## src/rtl/sd_controller_axi_reader.sv

```systemverilog
// AXI4 read master: fetches one 1 KB block as a 256-beat INCR burst into the SD block buffer.
// Optional running checksum output enabled by SD_CONTROLLER_AXI_READER_CHECKSUM_EN.
module sd_controller_axi_reader #(
    localparam int BUFFER_ADDR_WIDTH = 8,
    localparam int BUFFER_DATA_WIDTH = 32,
    localparam int ADDR_WIDTH        = 32
) (
    input  logic                         aclk,
    input  logic                         aresetn,
    output logic                         axi_arvalid,
    input  logic                         axi_arready,
    output logic [ADDR_WIDTH-1:0]        axi_araddr,
    output logic [2:0]                   axi_arprot,
    output logic [1:0]                   axi_arburst,
    output logic [7:0]                   axi_arlen,
    output logic [2:0]                   axi_arsize,
    input  logic                         axi_rvalid,
    output logic                         axi_rready,
    input  logic [BUFFER_DATA_WIDTH-1:0] axi_rdata,
    input  logic [1:0]                   axi_rresp,
    input  logic                         axi_rlast,
    output logic [BUFFER_ADDR_WIDTH-1:0] buffer_addr,
    output logic [BUFFER_DATA_WIDTH-1:0] buffer_data,
    output logic                         buffer_we,
    input  logic [ADDR_WIDTH-1:0]        initial_addr,
    input  logic                         start,
    output logic                         busy,
    output logic                         done,
    output logic                         err
`ifdef SD_CONTROLLER_AXI_READER_CHECKSUM_EN
    ,
    output logic [BUFFER_DATA_WIDTH-1:0] checksum
`endif
);

    typedef enum logic [1:0] {
        IDLE = 2'd0,
        ADDR = 2'd1,
        DATA = 2'd2
    } state_t;

    state_t                  state, state_next;
    logic [ADDR_WIDTH-3:0]   addr_word;
    logic [8:0]              beat_cnt;
    logic                    overflow;
    logic                    err_acc;
    logic                    accept_start;
    logic                    beat;
    logic                    burst_end;
    logic                    beat_err;

    assign accept_start = (state == IDLE) && start;
    assign beat         = axi_rvalid && axi_rready;
    assign burst_end    = (state == DATA) && beat && axi_rlast;
    // A bad response or an rlast anywhere but beat 255 marks the transfer as failed.
    assign beat_err     = (axi_rresp != 2'b00) || (axi_rlast && (beat_cnt != 9'd255));

    always_comb begin
        state_next = state;
        case (state)
            IDLE:    if (start)       state_next = ADDR;
            ADDR:    if (axi_arready) state_next = DATA;
            DATA:    if (burst_end)   state_next = IDLE;
            default:                  state_next = IDLE;
        endcase
    end

    always_ff @(posedge aclk) begin
        if (!aresetn) begin
            state       <= IDLE;
            axi_arvalid <= 1'b0;
            axi_rready  <= 1'b0;
            addr_word   <= '0;
            beat_cnt    <= '0;
            overflow    <= 1'b0;
            err_acc     <= 1'b0;
            err         <= 1'b0;
            done        <= 1'b0;
        end else begin
            state       <= state_next;
            axi_arvalid <= (state_next == ADDR);
            axi_rready  <= (state_next != IDLE);
            done        <= burst_end;
            if (accept_start) begin
                addr_word <= initial_addr[ADDR_WIDTH-1:2];
            end
            if ((state == IDLE) || burst_end) begin
                beat_cnt <= '0;
                overflow <= 1'b0;
                err_acc  <= 1'b0;
            end else if (beat) begin
                // Counter saturates at 256 so excess beats can never alias into the buffer.
                if (beat_cnt[8]) begin
                    overflow <= 1'b1;
                end else begin
                    beat_cnt <= beat_cnt + 9'd1;
                end
                err_acc <= err_acc | beat_err;
            end
            if (burst_end) begin
                err <= err_acc | overflow | beat_err;
            end
        end
    end

    assign axi_araddr  = {addr_word, 2'b00};
    assign axi_arprot  = 3'b000;
    assign axi_arburst = 2'b01;
    assign axi_arlen   = 8'hFF;
    assign axi_arsize  = 3'b010;

    assign buffer_we   = beat && !beat_cnt[8];
    assign buffer_data = axi_rdata;
    assign buffer_addr = beat_cnt[BUFFER_ADDR_WIDTH-1:0];
    assign busy        = (state != IDLE);

`ifdef SD_CONTROLLER_AXI_READER_CHECKSUM_EN
    always_ff @(posedge aclk) begin
        if (!aresetn) begin
            checksum <= '0;
        end else if (accept_start) begin
            checksum <= '0;
        end else if (buffer_we) begin
            checksum <= checksum + axi_rdata;
        end
    end
`endif

endmodule
```

## config.mk

```make
export PLATFORM = sky130hd
export DESIGN_NAME = sd_controller_axi_reader
export DESIGN_NICKNAME = d
export VERILOG_FILES = /design/src/rtl/sd_controller_axi_reader.sv
export SDC_FILE = /design/constraint.sdc
export NUM_CORES = 1
export LEC_CHECK = 0
export ABC_AREA = 1
export BUFFER_PORTS_ARGS = -buffer_cell sky130_fd_sc_hd__clkbuf_2
export CAP_MARGIN = 20
export CORE_MARGIN = 2
export CORE_UTILIZATION = 40
export DETAILED_ROUTE_END_ITERATION = 7
export PLACE_DENSITY = 0.8
export SLEW_MARGIN = 20
export SYNTH_ARGS = -nofsm -noshare
export SYNTH_HDL_FRONTEND = slang
export SYNTH_SLANG_ARGS = --single-unit
```

## constraint.sdc

```tcl
create_clock -name aclk -period 2.7 [get_ports aclk]
set_input_delay 0.54 -clock aclk [delete_from_list [all_inputs] [get_ports aclk]]
set_output_delay 0.54 -clock aclk [all_outputs]
set_load 0.02 [all_outputs]
```

==> run summary <==
Synthesis handed over a netlist of 300 instances. The type of the tightest min-delay check is reg2reg. The number of warnings issued by yosys came out at 0. Setup violations remaining at the end of the flow were counted as 0.

The total of hold buffers inserted after clock tree synthesis is 0. The mean number of vias per cell is 4.41. The H-tree depth reported by CTS came out at 2.

The length of the first detailed-routing pass in iterations came out at 4. The initialized floorplan defines 27 standard-cell rows. The start-to-end type of the worst setup path is reg2out. The transition time of the tightest slew-check pin is 932 ps. The hold violation count in the final report was 0.

The global routing stage identified its most utilized layer as met2. The number of nets with antenna violations after detailed routing came out at 0. The met1 usage in global routing is 14.7%. The highest clock rate came out at 0.574 GHz. On the worst path, the slowest cell contributes a delay of 360 ps. The later pin in the worst-skew pair is clocked with a latency of 300 ps. The ratio of final minimum period to clock period came out at 64.6%. The overall global routing resource usage is 13.3%. The netlist area before placement came out at 2250 µm².

Headroom to the max-slew limit came out at 37.8%. The power per cell area is 665 nW/µm². Clock skew on the completed layout was measured at 8.30 ps. The half-perimeter wire length after placement is 3.14 mm.

The final wirelength is 4.17 mm. The starting density of the core is 41.2%. In this run the vertical extent of the chip is 79.0 µm. The placed instance count is 403. The finished layout holds 411 standard cells, fillers aside.

The biggest fanout along the worst timing path is 10. The tree built by TritonCTS fans out to 47 sinks. The flip-flop and latch count after synthesis came out at 47. The share of the Yosys chip area taken by registers is 41.8%.

TritonCTS built the clock tree. The routability congestion estimate from global placement came out at 0.787. The worst setup path is captured at a primary output. The wire length of the first global-routing pass is 6.62 mm. The final layout contains 411 nets.

The leakage power came out at 1.27 nW. The distinct cell type count of the synthesized netlist came out at 26. The number of diodes came out at 0. The critical path startpoint category is a flip-flop. The worst ir drop on vdd is 0.307 mV. The number of clock buffers added by TritonCTS is 5.

In this run the count of I/O pins placed on the die edge is 166. The via count of the first global-routing pass is 1559. The met2 global-route usage came out at 22.3%. The DRC violation total after the first TritonRoute iteration came out at 79.

The routing usage on met3 is 5.45%. For this design, the slowest cell found on the critical path is dfxtp_1. The average wire per standard cell is 10.1 µm.

The horizontal extent of the die came out at 79.0 µm. The flow ran to the end, and the final reports show no timing, DRC or antenna violations. The floorplan step defined a die boundary enclosing 6250 µm². The synthesized design spends more area on one cell type than any other, namely dfxtp_1.

The number of cells upsized or downsized after cts is 0. The total number of vias is 1813. The top-area cell type share of the netlist area came out at 41.8%. The setup slack after placement is 999 ps. In this run the post-CTS setup repair buffer count came out at 0.

The area overhead of the layout relative to synthesis came out at 10.1%. The count of unresolved DRC violations after routing is 0. Entering global routing, the biggest net connects 33 pins. The clock period minus final worst setup slack came out at 1740 ps. The quantity of I/O buffers inserted on ports came out at 81. The count of pins over their slew limit came out at 0.

The mean post-synth cell area is 7.51 µm². Setup repair after global routing left no endpoint under its margin. The buffer cell driving the clock tree root is clkbuf_8. By area the synthesized netlist is led by dfxtp_1 (42%), buf_4 (19%), nor2_1 (12%). The number of antenna violations at the first check in global routing came out at 0. After clock tree synthesis, the clock-pin slew on the worst setup and hold paths is 80 ps. The critical path goes through nand2_2 -> nor2_4 -> clkbuf_2. The fraction of final layout cells sized beyond drive strength 1 is 29.5%.

The placeable core region came out at 5470 µm². Data arrives at the worst endpoint at 1200 ps. The max capacitance violation total is 0.

Data on the critical path is required at its endpoint by 2160 ps. The summed negative setup slack over all endpoints came out at 0 ps. The remaining global-route overflow came out at 0.

The deepest clock path buffer count came out at 2. Across all setup checks in the final design, the least slack found is 957 ps.
sequential cells by signal (all words and copies together) (netlist names):
signal       cells
addr_word       30
beat_cnt         9
state            2
axi_arvalid      1
axi_rready       1
done             1
err              1
err_acc          1
overflow         1
placed cells by master, fill, tap and decap left out, types with 2 or more instances in the layout:
cell type / synthesis / final
o21ai_0: 33 / 33
clkbuf_8: 0 / 5
nor2_1: 73 / 73
conb_1: 2 / 18
nand4_1: 2 / 2
clkbuf_2: 0 / 81
bufinv_16: 0 / 2
xor2_1: 2 / 2
inv_1: 23 / 23
dfxtp_1: 47 / 47
nand3_1: 7 / 7
a21oi_1: 6 / 6
nand2_1: 23 / 23
nor3_1: 2 / 2
nor2_2: 2 / 2
worst paths after layout:
path / start / to / slack [ps] / cells after the start
hold reg to reg: err_acc / err_acc / 470 / 2
setup reg to reg: state[1] / addr_word[23] / 1180 / 5
setup / recovery: axi_rready / buffer_we / 960 / 3
hold / removal: err_acc / err_acc / 470 / 2
cell families (layout without fill, tap and decap cells):
group	after synthesis	in the layout	synth area share [%]
buffers and inverters	92	115	25.3
adder cells (fa/ha/maj)	1	1	0.555
other	2	18	0.333
flip-flops	47	47	41.8
AO/OA/AOI/OAI	41	41	9.28
AND/OR/NAND/NOR	115	115	22.0
XOR/XNOR	2	2	0.778
through the flow:
step | util [%] | instance area, µm² | total power [mW] | hold WS, ps
final | 45.3 | 2480 | 1.65 | 470
after global routing | 45.3 | 2480 | 1.73 | 484
after CTS | 45.3 | 2480 | 1.67 | 470
after detailed placement | 42.8 | 2340 | 1.07 | 458
after global placement | 42.8 | 2340 | 1.06 | 448
after floorplan | - | 2310 | 1.06 | 431
critical path: cells and delay by family (launching register included):
kind                   cells  cell delay [ps]
buffers and inverters      1              230
DFF                        1              360
and+or+nand+nor            2              320
report_power, final:
group / switching (mW) / total [mW] / internal (mW)
clock network: 0.233 / 0.602 / 0.369
registers: 0.0249 / 0.767 / 0.742
logic: 0.189 / 0.279 / 0.0901
cells in the mapped netlist (all sizes together):
cell type / instances
ha: 1
clkbuf: 6
and3: 1
nand2: 24
dfxtp: 47
nand3: 8
nand4: 2
inv: 25
xor2: 2
a21oi: 6
o21bai: 1
o21ai: 33
o22ai: 1
conb: 2
nor3: 3
nor2: 76
buf: 61
or2: 1
metal layers:
| metal | routed length (µm) | share of wire, % | vias up |
|---|---|---|---|
| li1 | - | - | 928 |
| met1 | 1740 | 42 | 805 |
| met2 | 1990 | 48 | 71 |
| met3 | 368 | 8.8 | 9 |
| met4 | 65 | 1.6 | 0 |
| met5 | 0 | 0 | - |
cell type report:
class / instances / area, µm²
Clock buffer: 5 / 68.8
Clock inverter: 3 / 67.6
Fill cell: 600 / 2990
Inverter: 25 / 96.3
Multi-Input combinational cell: 177 / 802
Sequential cell: 47 / 941
Tap cell: 72 / 90.1
Timing Repair Buffer: 82 / 413
(Power assumes the default switching activity.)
